--- src/rtl/tdm_demux4.sv ---
// Receive-side 4-slot TDM demultiplexer: locks on the frame marker and publishes a..d per frame.
// Optional misplaced-marker check and resync is enabled by defining TDM_SYNC_CHECK_EN.
module tdm_demux4 #(
   parameter int unsigned WIDTH = 1
) (
   input  logic             clk,
   input  logic             rst,
   input  logic [WIDTH-1:0] din,
   input  logic             din_valid,
   input  logic             sync,
   output logic [WIDTH-1:0] a,
   output logic [WIDTH-1:0] b,
   output logic [WIDTH-1:0] c,
   output logic [WIDTH-1:0] d,
   output logic             frame_valid,
   output logic             locked,
   output logic [1:0]       slot,
   output logic             sync_err
);

   typedef enum logic [0:0] {StHunt, StLocked} state_e;

   state_e           state_q, state_d;
   logic [1:0]       slot_q, slot_d;
   logic [WIDTH-1:0] sh_a_q, sh_a_d;
   logic [WIDTH-1:0] sh_b_q, sh_b_d;
   logic [WIDTH-1:0] sh_c_q, sh_c_d;
   logic [WIDTH-1:0] a_q, a_d;
   logic [WIDTH-1:0] b_q, b_d;
   logic [WIDTH-1:0] c_q, c_d;
   logic [WIDTH-1:0] d_q, d_d;
   logic             fv_q, fv_d;
   logic             serr_q, serr_d;

   always_ff @(posedge clk) begin
      if (rst) begin
         state_q <= StHunt;
         slot_q  <= 2'd0;
         sh_a_q  <= '0;
         sh_b_q  <= '0;
         sh_c_q  <= '0;
         a_q     <= '0;
         b_q     <= '0;
         c_q     <= '0;
         d_q     <= '0;
         fv_q    <= 1'b0;
         serr_q  <= 1'b0;
      end else begin
         state_q <= state_d;
         slot_q  <= slot_d;
         sh_a_q  <= sh_a_d;
         sh_b_q  <= sh_b_d;
         sh_c_q  <= sh_c_d;
         a_q     <= a_d;
         b_q     <= b_d;
         c_q     <= c_d;
         d_q     <= d_d;
         fv_q    <= fv_d;
         serr_q  <= serr_d;
      end
   end

   always_comb begin
      state_d = state_q;
      slot_d  = slot_q;
      sh_a_d  = sh_a_q;
      sh_b_d  = sh_b_q;
      sh_c_d  = sh_c_q;
      a_d     = a_q;
      b_d     = b_q;
      c_d     = c_q;
      d_d     = d_q;
      fv_d    = 1'b0;
      serr_d  = 1'b0;

      if (din_valid) begin
         unique case (state_q)
            StHunt: begin
               if (sync) begin
                  sh_a_d  = din;
                  slot_d  = 2'd1;
                  state_d = StLocked;
               end
            end
            StLocked: begin
`ifdef TDM_SYNC_CHECK_EN
               if (sync && (slot_q != 2'd0)) begin
                  // Resync: drop the partial frame and treat this beat as slot 0.
                  serr_d = 1'b1;
                  sh_a_d = din;
                  slot_d = 2'd1;
               end else begin
`else
               begin
`endif
                  slot_d = slot_q + 2'd1;
                  unique case (slot_q)
                     2'd0: sh_a_d = din;
                     2'd1: sh_b_d = din;
                     2'd2: sh_c_d = din;
                     2'd3: begin
                        a_d  = sh_a_q;
                        b_d  = sh_b_q;
                        c_d  = sh_c_q;
                        d_d  = din;
                        fv_d = 1'b1;
                     end
                     default: ;
                  endcase
               end
            end
            default: state_d = StHunt;
         endcase
      end
   end

   assign a           = a_q;
   assign b           = b_q;
   assign c           = c_q;
   assign d           = d_q;
   assign frame_valid = fv_q;
   assign locked      = (state_q == StLocked);
   assign slot        = slot_q;
   assign sync_err    = serr_q;

endmodule

--- config.mk ---
export PLATFORM = sky130hd
export DESIGN_NAME = tdm_demux4
export DESIGN_NICKNAME = d
export VERILOG_FILES = /design/src/rtl/tdm_demux4.sv
export SDC_FILE = /design/constraint.sdc
export NUM_CORES = 1
export LEC_CHECK = 0
export CAP_MARGIN = 20
export CORE_AREA = 2 2 39 41
export DETAILED_ROUTE_END_ITERATION = 6
export DIE_AREA = 0 0 41 43
export DONT_BUFFER_PORTS = 1
export MAX_ROUTING_LAYER = met4
export RECOVER_POWER = 100
export SYNTH_ARGS = -nofsm -noshare
export SYNTH_HDL_FRONTEND = slang
export SYNTH_SLANG_ARGS = --single-unit
--- constraint.sdc ---
create_clock -name clk -period 1.2 [get_ports clk]
set_input_delay 0.18 -clock clk [delete_from_list [all_inputs] [get_ports clk]]
set_output_delay 0.18 -clock clk [all_outputs]
set_load 0.02 [all_outputs]
==> results.cfg, run 1 <==
[finish]
layout_commonest_cell = nor2_1
nNetsFinal = 65
fillCellCount = 140
instances_no_fill = 71
mostFrequentLayoutCells = nor2_1, dfxtp_1, mux2i_1
postLayoutCellArea_sq_um = 553
drive_gt1_share_pct = 21.8
fin_util_pct = 40.0
num_antenna_cells = 0
area_growth_pct = 9.68

[synthesis]
yosysWarnings = 0
syn_area_per_cell_sq_um = 9.89
syn_nets = 60
synth_cell_types = 21
yosysSeqAreaShare_pct = 43.7
ys_seq_elements = 11
synth_cells = 51
synth_area_sq_um = 504

[power_and_ir_drop]
vdd_drop_max_v = 0.000558
p_per_area_nw_per_um2 = 1260
power_leakage_nw = 0.273
p_total_mw = 0.699

[die]
initial_core_util_pct = 36.4
die_x_microns = 41
die_y_microns = 43
dieArea_sq_um = 1760
num_io_pins = 14
coreArea_sq_um = 1380
rows = 14

[clocking]
cts_tree = built
cts_max_path_buffers = 2
clk_latency_ns = 0.27
cts_max_level = 1
numCtsBuffers = 3
post_cts_buffers = 0
clkTransAtPathRegs_ns = 0.07
clkSinkCount = 11
hold_buffers = 1
cts_root_buf = clkbuf_4
cts_resized = 0

[detailed_routing]
routedWlPerCell_microns = 12.3
drt-total-wl_microns = 874
drc = 0
num_vias = 345
vias_per_cell = 4.86
first_pass_iters = 2
drtIter0Drc = 1
ant_nets = 0

[hold_path]
hp-class = primary input to flip-flop

[worst_setup_path]
crit_required_ns = 1.42
cp_max_fo = 4
crit_type = flip-flop to flip-flop
crit_path_end_kind = flip-flop
arrival_ns = 1.37
cp-start-kind = flip-flop

[global_route]
antenna_found_initial = 0
grt_pass1_wl_mm = 1.47
grt_pass1_vias = 347
grt_max_degree = 10
grt_use_total_pct = 13.0
grt-ovfl-total = 0

[sta]
setup_slack_ns = 0.0491
fin_tns_setup_ns = 0
fmax_mhz = 869
fin_skew_ns = 0.00482
rsz0062_at_grt = false
holdWs_ns = 0.0115
setup_viol = 0
period_share_pct = 95.9
maxSlewViolCount = 0
hold_violations = 0
fin_crit_ns = 1.15

[place]
pre_cts_slack_ns = 0.0800
portBuffers = 0
gp_congestion = 0.860
placed_cells = 66
placed_area_sq_um = 528

[job]
max_cap_violations = 0

[outcome]
status = completed
==> path summary, 6_finish.rpt <==
path,start,to,slack [ns],cells past startpoint
setup / recovery,slot[0],sh_a_q,0.05,5
hold / removal,din_valid,slot[0],0.01,1
setup reg to reg,slot[0],sh_a_q,0.05,5
hold reg to reg,sh_c_q,c,0.49,2
==> where the power goes <==
group	leakage (nW)	total (mW)	internal, mW	switching (mW)
logic	0.167	0.0549	0.0240	0.0309
clock network	0.0150	0.260	0.129	0.131
registers	0.0906	0.384	0.372	0.0116
total	0.273	0.699	0.525	0.174
==> critical path, stage by stage, from the launching register on <==
cell,delay (ns)
dfxtp_2,0.37
inv_2,0.05
ha_1,0.18
mux2_4,0.26
a21oi_1,0.14
a41o_1,0.10
==> synthesized netlist by cell type <==
| library cell | number | area, sq um |
|---|---|---|
| dfxtp_1 | 11 | 220 |
| nor2_1 | 9 | 33.8 |
| a21oi_2 | 1 | 8.76 |
| a21oi_1 | 1 | 5.00 |
| buf_2 | 1 | 5.00 |
| o21a_1 | 1 | 7.51 |
| conb_1 | 1 | 3.75 |
| and2_1 | 1 | 6.26 |
| a311oi_1 | 1 | 8.76 |
| o21ai_0 | 1 | 5.00 |
| nand2b_1 | 1 | 6.26 |
| ha_1 | 4 | 50.1 |
| buf_4 | 1 | 7.51 |
| clkbuf_1 | 1 | 3.75 |
| nand3_1 | 3 | 15.0 |
| buf_6 | 1 | 11.3 |
| mux2i_1 | 6 | 60.1 |
| mux2_4 | 1 | 15.0 |
| inv_1 | 3 | 11.3 |
| nand3_2 | 1 | 10.0 |
| a41o_1 | 1 | 10.0 |
==> cell families after synthesis <==
family                     after synthesis  synth area share, %
and+or+nand+nor                         15                 14.1
DFF                                     11                 43.7
buffers and inverters                    7                 7.69
muxes                                    7                 14.9
AOI/OAI and AO/OA                        6                 8.93
adders and majority gates                4                 9.93
other                                    1                0.744
==> final cells by class <==
type / count / area, sq um / area share [%]
Tap cell: 16 / 20.0 / 3.62
Clock buffer: 4 / 26.3 / 4.75
Timing Repair Buffer: 4 / 27.5 / 4.98
Inverter: 3 / 11.3 / 2.04
Multi-Input combinational cell: 33 / 241 / 43.7
Sequential cell: 11 / 226 / 41.0
==> layer usage <==
metal  vias to the layer above  part of all wire (%)  GRT usage (%)
met5                         -                     0              -
met4                         0                   3.1           12.0
met3                         4                   7.1           3.66
met2                        10                    44           16.9
met1                       156                    46           15.3
li1                        175                     -              -
==> registers in the layout (all words and copies together), names as in the netlist <==
| signal | flops |
|---|---|
| sh_a_q | 1 |
| d | 1 |
| b | 1 |
| locked | 1 |
| sh_c_q | 1 |
| c | 1 |
| sh_b_q | 1 |
| a | 1 |
| frame_valid | 1 |
| slot | 2 |
Note: power is estimated with default switching activity, not from simulation.
==> run 2: changes to the inputs <==
ABC_CLOCK_PERIOD_IN_PS = 1200   (was not set)
==> results of run 2 <==
No change in the layout: final DEF, timing and power equal those of run 1.
==> run 3: changes to the inputs <==
ABC_CLOCK_PERIOD_IN_PS = 1300   (was 1200)
SKIP_CTS_REPAIR_TIMING = 1   (was not set)
clock period = 1.3 ns   (was 1.2 ns; I/O delays follow)
==> run 3 against run 2 <==
- clock power shrank 13%
- via count is 1.2% higher
- sequential power shrank 7.6%
- critical endpoint is now locked
==> results.cfg, run 3 (synthesis results as in run 1) <==
[die]
num_io_pins = 14
die_y_microns = 43
die_x_microns = 41
rows = 14
dieArea_sq_um = 1760
coreArea_sq_um = 1380
initial_core_util_pct = 36.4

[worst_setup_path]
crit_path_end_kind = output port
crit_type = flip-flop to output port
critical-path-slowest-cell = dfxtp_1
arrival_ns = 1.03
crit_path_start = locked
worstPathCellList = buf_4, buf_4
cp_max_fo = 6
cpPeakStageDelay_ns = 0.46
regToRegStartpoint = slot[0]
crit_family = flip-flops
reg2reg_depth = 4
crit_required_ns = 1.11
rr_endpoint = sh_a_q
path_buf_inv = 2
crit_top_cell = buf_4
cp_num_cells = 2
ff2ff_setup_slack_ns = 0.08
cp-start-kind = flip-flop

[finish]
seqCellArea_sq_um = 223
num_antenna_cells = 0
nNetsFinal = 66
postLayoutCellArea_sq_um = 566
fillCellCount = 148
instances_no_fill = 72
drive_gt1_share_pct = 21.4
area_growth_pct = 12.2
multi_input_area_sq_um = 245
largest_reg_flops = 2
mostFrequentLayoutCells = nor2_1, dfxtp_1, mux2i_1

[place]
gp_congestion = 0.746
placed_cells = 67
portBuffers = 0
placed_area_sq_um = 529
hpwl_microns = 601

[job]
max_cap_violations = 0

[hold_path]
hp-class = primary input to flip-flop
min_path_cells = 1
hold_start = din_valid
hold_end = slot[0]

[detailed_routing]
routedWlPerCell_microns = 11.3
drt-total-wl_microns = 814
ant_nets = 0
drtIter0Drc = 3
drc = 0
num_vias = 349
first_pass_iters = 3
vias_per_cell = 4.85

[clocking]
clkSinkCount = 11
cts_max_path_buffers = 2
cts_max_level = 1
clkTransAtPathRegs_ns = 0.07
cts_root_buf = clkbuf_4
cts_tree = built
numCtsBuffers = 3
clk_latency_ns = 0.26

[global_route]
grt-ovfl-total = 0
grt_pass1_wl_mm = 1.32
antenna_found_initial = 0
grt_use_total_pct = 12.1
grt_pass1_vias = 323
grt_max_degree = 12

[sta]
maxSlewViolCount = 0
fin_crit_ns = 1.23
setup_viol = 0
fmax_mhz = 815
fin_skew_ns = 0.00154
rsz0062_at_grt = false
period_share_pct = 94.4
holdWs_ns = 0.0340
hold_violations = 0
fin_tns_setup_ns = 0

[power_and_ir_drop]
p_total_mw = 0.637
vdd_drop_max_v = 0.000460
p_per_area_nw_per_um2 = 1130
power_leakage_nw = 0.279

[outcome]
status = completed
-- run 3: layout make-up --
class                   instances  share of cell area (%)
inverters                       3                    1.99
clock buffers                   4                    4.65
repair buffers                  5                    7.08
flip-flops and latches         11                    39.4
well taps                      16                    3.54
multi-input cells              33                    43.4
-- run 3: worst max-delay path by stage --
| stage | endpoint | slack [ns] |
|---|---|---|
| after detailed placement | sh_a_q | 0.07 |
| after floorplan | sh_a_q | 0.03 |
| final | locked | 0.07 |
| after CTS | locked | 0.06 |
| after global placement | sh_a_q | 0.09 |
| after global routing | locked | 0.01 |
-- run 3: routing by layer --
metal  routed length, microns  part of all wire [%]  global-route usage, %  vias to the layer above
li1                         -                     -                      -                      177
met1                      380                    47                   15.7                      164
met2                      371                    46                   14.7                        8
met3                       63                   7.7                   5.24                        0
met4                        0                     0                   8.00                        0
met5                        0                     0                      -                        -
-- run 3: stage by stage --
step           utilization (%)  worst slack, ns
6_report                  40.9           0.0726
5_1_grt                   40.9           0.0120
4_1_cts                   40.1           0.0612
3_5_place_dp              38.2           0.0743
3_3_place_gp              38.2           0.0894
2_1_floorplan                -           0.0303
-- run 3: power by group --
| part | leakage [nW] | internal, mW | switching (mW) |
|---|---|---|---|
| sequential | 0.0900 | 0.345 | 0.00966 |
| clock | 0.0150 | 0.119 | 0.107 |
| combinational | 0.174 | 0.0274 | 0.0291 |
| total | 0.279 | 0.491 | 0.146 |
